## src/rtl/fetch_sequencer_pkg.sv

```systemverilog
// Shared definitions for the fetch-stage control sequencer.
//   PC_W         width of program-counter values
//   pc_t         program-counter type
//   FS_*         sequencer state encodings (2-bit)
//   state_name() readable state name for debug printing

package fetch_sequencer_pkg;

   localparam int PC_W = 16;

   typedef logic [PC_W-1:0] pc_t;

   localparam logic [1:0] FS_RUN      = 2'd0;
   localparam logic [1:0] FS_REDIRECT = 2'd1;
   localparam logic [1:0] FS_DRAIN    = 2'd2;
   localparam logic [1:0] FS_HALTED   = 2'd3;

   function automatic string state_name(input logic [1:0] s);
      case (s)
         FS_RUN:      return "RUN";
         FS_REDIRECT: return "REDIRECT";
         FS_DRAIN:    return "DRAIN";
         default:     return "HALTED";
      endcase
   endfunction

endpackage

```

## src/rtl/fetch_sequencer_if.sv

```systemverilog
// Bundle between the CPU top level and the fetch sequencer.
// master: CPU side, drives the pipeline events and reads the controls.
// slave : the sequencer, reads the events and drives the controls.
//   hazard_stall, mem_stall        level stall causes
//   branch_taken, branch_target    redirect pulse + target
//   halt_req, start                halt / restart pulses
//   Stall, FetchStall, Halt, NotBranchOrJump, TruePC, Flush, halted
//                                  fetch-stage controls
//   stall_cnt, redirect_cnt        saturating performance counters
//   fsm_state                      current sequencer state (debug)
// There is no valid/ready handshake here: every event input is sampled on
// each rising clk edge, pulses are one cycle wide, and every output is valid
// for the whole cycle in which it is driven.

interface fetch_sequencer_if #(
   parameter int CNT_W = 16
);
   import fetch_sequencer_pkg::*;

   logic             hazard_stall;
   logic             mem_stall;
   logic             branch_taken;
   pc_t              branch_target;
   logic             halt_req;
   logic             start;
   logic             Stall;
   logic             FetchStall;
   logic             Halt;
   logic             NotBranchOrJump;
   pc_t              TruePC;
   logic             Flush;
   logic             halted;
   logic [CNT_W-1:0] stall_cnt;
   logic [CNT_W-1:0] redirect_cnt;
   logic [1:0]       fsm_state;

   modport master (
      output hazard_stall, mem_stall, branch_taken, branch_target, halt_req, start,
      input  Stall, FetchStall, Halt, NotBranchOrJump, TruePC, Flush, halted,
             stall_cnt, redirect_cnt, fsm_state
   );

   modport slave (
      input  hazard_stall, mem_stall, branch_taken, branch_target, halt_req, start,
      output Stall, FetchStall, Halt, NotBranchOrJump, TruePC, Flush, halted,
             stall_cnt, redirect_cnt, fsm_state
   );

endinterface

```

## src/rtl/fetch_sequencer_sat_counter.sv

```systemverilog
// Saturating up-counter: holds at all-ones instead of wrapping.
//   clk    clock
//   rst    synchronous clear, active-low
//   en     count this cycle
//   count  current value

module fetch_sequencer_sat_counter #(
   parameter int W = 16
) (
   input  logic         clk,
   input  logic         rst,
   input  logic         en,
   output logic [W-1:0] count
);

   always_ff @(posedge clk) begin
      if (!rst) begin
         count <= '0;
      end else if (en && (count != {W{1'b1}})) begin
         count <= count + W'(1);
      end
   end

endmodule

```

## src/rtl/fetch_sequencer.sv

```systemverilog
// Fetch-stage control sequencer. Registers branch/jump redirects, squashes
// the wrong path, drains the pipe on HALT and parks the PC until restarted.
//   clk   clock
//   rst   synchronous reset, active-low
//   bus   fetch_sequencer_if.slave: stall/branch/halt/start events in,
//         Stall/FetchStall/Halt/NotBranchOrJump/TruePC/Flush/halted,
//         counters and fsm_state out
// Parameters:
//   DRAIN_CYCLES  cycles spent draining in-flight instructions before Halt
//   START_HALTED  1: leave reset parked in HALTED, 0: leave reset in RUN
//   CNT_W         performance counter width

module fetch_sequencer
   import fetch_sequencer_pkg::*;
#(
   parameter int DRAIN_CYCLES = 3,
   parameter int START_HALTED = 0,
   parameter int CNT_W        = 16
) (
   input  logic              clk,
   input  logic              rst,
   fetch_sequencer_if.slave  bus
);

   localparam int         DW          = (DRAIN_CYCLES > 1) ? $clog2(DRAIN_CYCLES) : 1;
   localparam logic [1:0] RESET_STATE = (START_HALTED != 0) ? FS_HALTED : FS_RUN;

   logic [1:0]    state, state_nx;
   pc_t           target_q, target_nx;
   logic [DW-1:0] drain_cnt, drain_nx;

   logic stall, fetch_stall, halt, nbj, flush;
   logic redirect_inc, stall_inc;

   always_comb begin
      state_nx     = state;
      target_nx    = target_q;
      drain_nx     = drain_cnt;
      stall        = 1'b0;
      fetch_stall  = 1'b0;
      halt         = 1'b0;
      nbj          = 1'b1;
      flush        = 1'b0;
      redirect_inc = 1'b0;

      case (state)
         FS_RUN: begin
            stall = bus.hazard_stall | bus.mem_stall;
            // A taken branch wins over a HALT decoded behind it: the HALT
            // is on the wrong path and gets squashed with it.
            if (bus.branch_taken) begin
               target_nx = bus.branch_target;
               flush     = 1'b1;
               state_nx  = FS_REDIRECT;
            end else if (bus.halt_req) begin
               drain_nx = DW'(DRAIN_CYCLES - 1);
               state_nx = FS_DRAIN;
            end
         end

         FS_REDIRECT: begin
            // hazard_stall is irrelevant here: the instructions causing it
            // are being flushed.
            nbj   = 1'b0;
            flush = 1'b1;
            stall = bus.mem_stall;
            if (bus.branch_taken) begin
               target_nx = bus.branch_target;
            end else if (!bus.mem_stall) begin
               redirect_inc = 1'b1;
               state_nx     = FS_RUN;
            end
         end

         FS_DRAIN: begin
            fetch_stall = 1'b1;
            stall       = bus.mem_stall;
            // Draining only progresses while memory lets the pipe advance.
            if (!bus.mem_stall) begin
               if (drain_cnt == '0) begin
                  halt     = 1'b1;
                  state_nx = FS_HALTED;
               end else begin
                  drain_nx = drain_cnt - DW'(1);
               end
            end
         end

         FS_HALTED: begin
            fetch_stall = 1'b1;
            if (bus.start) begin
               state_nx = FS_RUN;
            end
         end

         default: state_nx = RESET_STATE;
      endcase
   end

   always_ff @(posedge clk) begin
      if (!rst) begin
         state     <= RESET_STATE;
         target_q  <= '0;
         drain_cnt <= '0;
      end else begin
         state     <= state_nx;
         target_q  <= target_nx;
         drain_cnt <= drain_nx;
      end
   end

   // One count per cycle however many stall causes overlap; HALTED is idle
   // time, not stall time.
   assign stall_inc = (stall | fetch_stall) && (state != FS_HALTED);

   fetch_sequencer_sat_counter #(.W(CNT_W)) u_stall_cnt (
      .clk   (clk),
      .rst   (rst),
      .en    (stall_inc),
      .count (bus.stall_cnt)
   );

   fetch_sequencer_sat_counter #(.W(CNT_W)) u_redirect_cnt (
      .clk   (clk),
      .rst   (rst),
      .en    (redirect_inc),
      .count (bus.redirect_cnt)
   );

   assign bus.Stall           = stall;
   assign bus.FetchStall      = fetch_stall;
   assign bus.Halt            = halt;
   assign bus.NotBranchOrJump = nbj;
   assign bus.TruePC          = target_q;
   assign bus.Flush           = flush;
   assign bus.halted          = (state == FS_HALTED);
   assign bus.fsm_state       = state;

endmodule

```

## src/flat_wrapper.sv

```systemverilog
// flat-port wrapper written by rule: the top's interface ports become plain ports
module fetch_sequencer_flat import fetch_sequencer_pkg::*;
#(
   parameter int DRAIN_CYCLES = 3,
   parameter int START_HALTED = 0,
   parameter int CNT_W        = 16
)
  (clk, rst, bus_hazard_stall, bus_mem_stall, bus_branch_taken, bus_branch_target, bus_halt_req, bus_start, bus_Stall, bus_FetchStall, bus_Halt, bus_NotBranchOrJump, bus_TruePC, bus_Flush, bus_halted, bus_stall_cnt, bus_redirect_cnt, bus_fsm_state);
  fetch_sequencer_if #(.CNT_W(CNT_W)) bus_i ();
  input  logic clk;
  input  logic rst;
  input wire logic [$bits(bus_i.hazard_stall)-1:0] bus_hazard_stall;
  input wire logic [$bits(bus_i.mem_stall)-1:0] bus_mem_stall;
  input wire logic [$bits(bus_i.branch_taken)-1:0] bus_branch_taken;
  input wire logic [$bits(bus_i.branch_target)-1:0] bus_branch_target;
  input wire logic [$bits(bus_i.halt_req)-1:0] bus_halt_req;
  input wire logic [$bits(bus_i.start)-1:0] bus_start;
  output wire logic [$bits(bus_i.Stall)-1:0] bus_Stall;
  output wire logic [$bits(bus_i.FetchStall)-1:0] bus_FetchStall;
  output wire logic [$bits(bus_i.Halt)-1:0] bus_Halt;
  output wire logic [$bits(bus_i.NotBranchOrJump)-1:0] bus_NotBranchOrJump;
  output wire logic [$bits(bus_i.TruePC)-1:0] bus_TruePC;
  output wire logic [$bits(bus_i.Flush)-1:0] bus_Flush;
  output wire logic [$bits(bus_i.halted)-1:0] bus_halted;
  output wire logic [$bits(bus_i.stall_cnt)-1:0] bus_stall_cnt;
  output wire logic [$bits(bus_i.redirect_cnt)-1:0] bus_redirect_cnt;
  output wire logic [$bits(bus_i.fsm_state)-1:0] bus_fsm_state;
  assign bus_i.hazard_stall = bus_hazard_stall;
  assign bus_i.mem_stall = bus_mem_stall;
  assign bus_i.branch_taken = bus_branch_taken;
  assign bus_i.branch_target = bus_branch_target;
  assign bus_i.halt_req = bus_halt_req;
  assign bus_i.start = bus_start;
  assign bus_Stall = bus_i.Stall;
  assign bus_FetchStall = bus_i.FetchStall;
  assign bus_Halt = bus_i.Halt;
  assign bus_NotBranchOrJump = bus_i.NotBranchOrJump;
  assign bus_TruePC = bus_i.TruePC;
  assign bus_Flush = bus_i.Flush;
  assign bus_halted = bus_i.halted;
  assign bus_stall_cnt = bus_i.stall_cnt;
  assign bus_redirect_cnt = bus_i.redirect_cnt;
  assign bus_fsm_state = bus_i.fsm_state;
  fetch_sequencer #(.DRAIN_CYCLES(DRAIN_CYCLES), .START_HALTED(START_HALTED), .CNT_W(CNT_W)) u_core (.clk(clk), .rst(rst), .bus(bus_i));
endmodule
```

## config.mk

```make
export PLATFORM = sky130hd
export DESIGN_NAME = fetch_sequencer_flat
export DESIGN_NICKNAME = d
export VERILOG_FILES = /design/src/rtl/fetch_sequencer_pkg.sv /design/src/rtl/fetch_sequencer_if.sv /design/src/rtl/fetch_sequencer_sat_counter.sv /design/src/rtl/fetch_sequencer.sv /design/src/flat_wrapper.sv
export SDC_FILE = /design/constraint.sdc
export NUM_CORES = 1
export LEC_CHECK = 0
export CAP_MARGIN = 10
export CORE_MARGIN = 2
export CORE_UTILIZATION = 46
export DETAILED_ROUTE_END_ITERATION = 16
export PLACE_DENSITY = 0.8
export SLEW_MARGIN = 20
export SYNTH_ARGS = -nofsm -noshare
export SYNTH_HDL_FRONTEND = slang
export SYNTH_SLANG_ARGS = --single-unit
```

## constraint.sdc

```tcl
create_clock -name clk -period 2.5 [get_ports clk]
set_clock_uncertainty 0.2 [all_clocks]
set_input_delay 0.375 -clock clk [delete_from_list [all_inputs] [get_ports clk]]
set_output_delay 0.375 -clock clk [all_outputs]
set_load 0.01 [all_outputs]
```

## Word level (Yosys, flattened, before mapping)

Index checks and enable logic that the tools add are counted.

| storage, ports and cells | value |
|---|---|
| flip-flop bits (word level) | 52 |

| operators by class | value |
|---|---|
| reduce and logical (&&, ||, !) cells | 12 |
| $add $sub $neg | 3 |
| multiplexer cells | 23 |
| bitwise operators | 2 |
| equality and inequality tests | 15 |

Operator list:

| kind | count |
|---|---|
| 16-bit by 1-bit adder with 16-bit output, second input constant | 2 |
| 16-bit != test, second input constant | 2 |
| 2-bit two-way mux | 10 |
| 2-bit != test, second input constant | 8 |
| 1-bit two-way mux | 9 |
| 2-bit case mux with 4 select lines | 1 |
| 6-bit AND reduction | 1 |
| 2-bit OR reduction | 3 |
| 5-bit AND reduction | 1 |
| 2-bit equality test, second input constant | 2 |
| 2-bit logical NOT | 2 |
| 1-bit case mux with 2 select lines | 2 |
| 2-bit case mux with 2 select lines | 1 |
| 1-bit logical AND | 3 |
| 3-bit != test, second input constant | 1 |
| 2-bit by 1-bit equality test with 1-bit output, second input constant | 1 |
| 2-bit by 1-bit != test with 1-bit output, second input constant | 1 |
| 1-bit bitwise OR | 2 |
| 2-bit AND reduction | 1 |
| 2-bit nonzero test | 1 |
| 2-bit by 1-bit subtractor with 2-bit output, second input constant | 1 |

## Logic depth before layout (Yosys ltp)

| logic depth | value |
|---|---|
| depth after elaboration | 6 |
| mapped depth | 8 |
| gate-level depth less buffers | 7 |

## Hierarchy

From an unflattened synthesis, not the netlist that was laid out.

| unflattened totals | value |
|---|---|
| cells, all modules | 315 |
| area total of the unflattened synthesis | 2,680.1 um^2 |

Modules (own cells, without submodules):

| module | area each (um^2) | cells each | times used | seq. area each (um^2) |
|---|---|---|---|---|
| fetch_sequencer_sat_counter | 837.1 | 97 | 2 | 320.3 |
| fetch_sequencer | 1,006.0 | 121 | 1 | 400.4 |

## Worst setup path before layout

No wires, ideal clock.

| path | value |
|---|---|
| kind | register to register |
| start | reg u_core.state[1] (netlist: u_core.bus.fsm_state[1]) |
| end | reg u_core.u_stall_cnt.count[11] |
| arrival time | 1.890 ns |
| cell stages (with the launch flop) | 8 |
| path buffers | 0 |
| path slack | 0.340 ns |
| period minus slack after synthesis | 2.160 ns |
| data required time | 2.230 ns |
| cell sequence | dfxtp_1 > inv_1 > ha_1 > a21oi_2 > o31ai_4 > nand4b_1 > or3_1 > a21oi_1 |

| between the ends | value |
|---|---|
| cells in the longest elaborated chain, start to end | 6 |

Ends and longest elaborated chain:

| what | line | text |
|---|---|---|
| start: declaration | fetch_sequencer.sv:28 | `logic [1:0] state, state_nx;` |
| start signal: assignment | fetch_sequencer.sv:106 | `state <= state_nx;` |
| 2-bit by 1-bit equality test with 1-bit output / 2-bit equality test (equally long branches) | fetch_sequencer.sv:46 | `case (state)` |
| 2-bit OR reduction (no source line) | - |  |
| 1-bit case mux with 2 select lines / 1-bit two-way mux (equally long branches) | fetch_sequencer.sv:46 |  |
| 1-bit bitwise OR | fetch_sequencer.sv:114 | `assign stall_inc = (stall \| fetch_stall) && (state != FS_HALTED);` |
| 1-bit logical AND * | fetch_sequencer.sv:114 |  |
| 1-bit logical AND * | fetch_sequencer_sat_counter.sv:19 | `end else if (en && (count != {W{1'b1}})) begin` |
| end signal: assignment | fetch_sequencer_sat_counter.sv:20 | `count <= count + W'(1);` |
| end: declaration | fetch_sequencer_sat_counter.sv:13 | `output logic [W-1:0] count` |

Mark *: on every way between the ends. The rest lies on a longest branch, timed or not.
A chain may end at the register's enable or synchronous reset.

## Final worst setup path

| path | value |
|---|---|
| start | reg u_core.state[0] (netlist: u_core.bus.fsm_state[0]) |
| end | out bus_Flush |

| between the ends | value |
|---|---|
| cells in the longest elaborated chain, start to end | 2 |

Ends and longest elaborated chain:

| what | line | text |
|---|---|---|
| 2-bit by 1-bit equality test with 1-bit output / 2-bit logical NOT (equally long branches) | fetch_sequencer.sv:46 |  |
| 1-bit case mux with 2 select lines * | fetch_sequencer.sv:46 |  |
| end: declaration | flat_wrapper.sv:23 | `output wire logic [$bits(bus_i.Flush)-1:0] bus_Flush;` |

Marks and branches as above.

==> flow_summary.ini <==
[synthesis]
synth_area_leaders = dfxtp_1 42%, nand2_1 6.5%, xnor2_1 5.3%
synth_area_per_cell_um2 = 8.45
synthFlopType = dfxtp_1
netlist_area_mm2 = 0.00248
synth_cell_type_count = 46
synthArstFlopShare_pct = 0
yosys.area.top_type = dfxtp_1
synth_warnings = 0
syn_inst = 294
synthesis.nets = 325
yosysSeqAreaShare_pct = 41.9
ys_ff_latch = 52
synth-edff-count = 0
synth_top_cell_area_share_pct = 41.9

[die]
start_util_pct = 48.0
die_area_mm2 = 0.00600
die_height_um = 77.5
fp.dieW_um = 77.5
io_pins = 79
placeableCoreArea_mm2 = 0.00517
rows = 26

[critical_path]
reg2reg_slack_ns = 0.25
path_cells = inv_1, ha_2, nand2_1, nand2_1, clkdlybuf4s50_1
worstReg2RegStart = u_core.bus.fsm_state[1]
critPathRequiredTime_ns = 1.92
crit_path_start_kind = register
r2r_cells = 7
end_kind = output port
cpMaxStageDelayCell = clkdlybuf4s50_1
slowest_delay_ns = 0.53
critPathMaxFanout = 9
worstReg2RegEnd = u_core.u_redirect_cnt.count[11]
cp.arrival_ns = 1.80
path_class = register to output port
crit_top_cell = nand2_1

[cts]
cts_buffers = 5
clk_pin_slew_ns = 0.09
clock_tree.root_cell = clkbuf_8
cts.path.max_buffers = 2
cts_max_level = 2
cts_tree = yes
clk_latency_ns = 0.29
post_cts_buffers = 0
hold_buffers = 0
cts_resized = 4
cts.sinks = 52

[placed_design]
dpl.hpwl_mm = 4.32
dpl_cell_area_mm2 = 0.00343
gp_congestion = 0.816
port_buffers = 78

[global_routing]
grt_max_degree = 22
grt_pass1_wl_mm = 9.92
antenna_found_initial = 0
overflow = 0
grt_pass1_vias = 2241
grtUsageTotal_pct = 19.9

[pwr]
switching_power_uw = 920
p_int_mw = 1.76
power-per-cell-area_mw_per_mm2 = 756
ir_drop_uv = 835
power.share.clock_pct = 21.0
p_comb_share_pct = 42.0
pwr-share-seq_pct = 37.0
cellLeakagePower_nw = 1.26
swShare_pct = 34.3

[layout]
drive_gt1_share_pct = 9.61
area.growth.synth_to_final_pct = 42.7
diodes = 0
final_nets = 415
design_area_mm2 = 0.00354

[sta]
fmax_mhz = 421
rsz0062_at_grt = false
setup_viol = 0
finalHoldViolCount = 0
worst_pin_slew_ns = 0.780
maxSlewHeadroom_pct = 47.9
period_share_pct = 94.9
hold_ws_ns = 0.256
fin_crit_ns = 2.37
slew_violations = 0

[route]
avgViaCountPerCell = 5.25
vias = 2387
drcViolationCount = 0
drt_iter0_markers = 96
wl_per_cell_um = 12.6
wirelength_mm = 5.75
drtAntennaViolNets = 0
dr.pass1.iters = 4

[run]
drv_cap = 0

[min_path]
min_path_type = register to register
hold_depth = 2
hold_start = u_core.bus.TruePC[0]
worstHoldEndpoint = u_core.bus.TruePC[0]

[outcome]
outcome = completed
==> worst max-delay path: cells and delay by family (launching register included) <==
family                     cells  cell delay (ns)
adders and majority gates      1             0.29
and+or+nand+nor                2             0.20
buffers and inverters          2             0.66
DFF                            1             0.35
==> placed cells by master, fill, tap and decap left out, types with 3 or more instances in the layout <==
cell type,instances
inv_1,14
clkbuf_8,5
xnor2_1,15
nor3_1,5
o21ai_0,8
dfxtp_1,50
nand2_1,43
a21oi_1,26
xor2_1,6
clkdlybuf4s50_1,77
nand4_1,11
nor2_1,28
buf_4,14
ha_1,6
o21ai_1,4
and3_1,3
nor3b_1,4
or3_1,6
nand3_1,13
nor4_1,5
==> power groups by stage <==
stage | Clock, mW | Sequential (mW) | Combinational [mW]
global route | 0.612 | 1.01 | 1.25
CTS | 0.584 | 0.993 | 1.13
detailed placement | 0 | 1.01 | 1.12
global placement | 0 | 1.00 | 1.10
floorplan | 0 | 1.05 | 0.617
finish | 0.563 | 0.992 | 1.13
==> Yosys cell counts (2+ instances only) <==
master / n
a211oi_1: 2
a21oi_1: 26
and3_1: 3
and4_1: 2
clkbuf_1: 7
dfxtp_1: 52
ha_1: 8
inv_1: 14
nand2_1: 43
nand2b_1: 2
nand3_1: 13
nand4_1: 11
nor2_1: 28
nor3_1: 5
nor3b_1: 4
nor4_1: 5
nor4_2: 2
nor4b_2: 2
o211a_1: 2
o21a_1: 2
o21ai_0: 8
o21ai_1: 4
or2_2: 2
or3_1: 6
xnor2_1: 15
xor2_1: 6
==> cells by family after synthesis <==
family,Yosys count,share of synthesized area [%]
simple gates,135,28.5
compound gates,54,14.1
flops,52,41.9
buf+inv,23,3.68
xor+xnor,21,7.41
fa+ha+maj,8,4.03
mux,1,0.403
==> metrics by stage <==
step	std cells	power [mW]	worst slack (ns)	TNS, ns	util, %
finish	455	2.68	0.127	0	68.5
global placement	447	2.10	0.00222	0	66.1
global route	455	2.87	0.00197	0	68.5
floorplan	294	1.67	0.340	0	-
detailed placement	447	2.13	-0.0537	-0.185	66.3
CTS	455	2.71	0.0781	0	68.5
==> routing by layer <==
| metal | GRT usage, % | vias to the layer above | routed length, um |
|---|---|---|---|
| met5 | 0 | - | 0 |
| met4 | 6.61 | 0 | 72 |
| met3 | 4.65 | 8 | 402 |
| met2 | 31.3 | 88 | 2570 |
| met1 | 26.8 | 1082 | 2700 |
| li1 | - | 1209 | - |
==> registers in the layout, indices dropped and copies added (netlist names) <==
register	count
u_core.bus.TruePC	16
u_core.u_redirect_cnt.count	16
u_core.u_stall_cnt.count	16
u_core.bus.fsm_state	2
u_core.drain_cnt	2
==> cell type report <==
class	instances	area (um^2)
Tap cell	70	87.6
Sequential cell	52	1040
Clock inverter	2	35.0
Inverter	14	52.6
Timing Repair Buffer	92	885
Multi-Input combinational cell	219	1370
Fill cell	411	1630
Clock buffer	6	72.6
==> worst max-delay path by stage <==
stage | from | to | slack, ns | cells past startpoint
2_1_floorplan | u_core.bus.fsm_state[1] | u_core.u_stall_cnt.count[11] | 0.34 | 7
3_3_place_gp | bus_mem_stall | u_core.u_redirect_cnt.count[15] | 0.002 | 6
3_5_place_dp | bus_mem_stall | u_core.u_redirect_cnt.count[11] | -0.05 | 6
4_1_cts | u_core.bus.fsm_state[0] | bus_FetchStall | 0.08 | 4
5_1_grt | u_core.bus.fsm_state[0] | bus_Flush | 0.002 | 5
6_report | u_core.bus.fsm_state[0] | bus_Flush | 0.13 | 5
(Power assumes the default switching activity.)
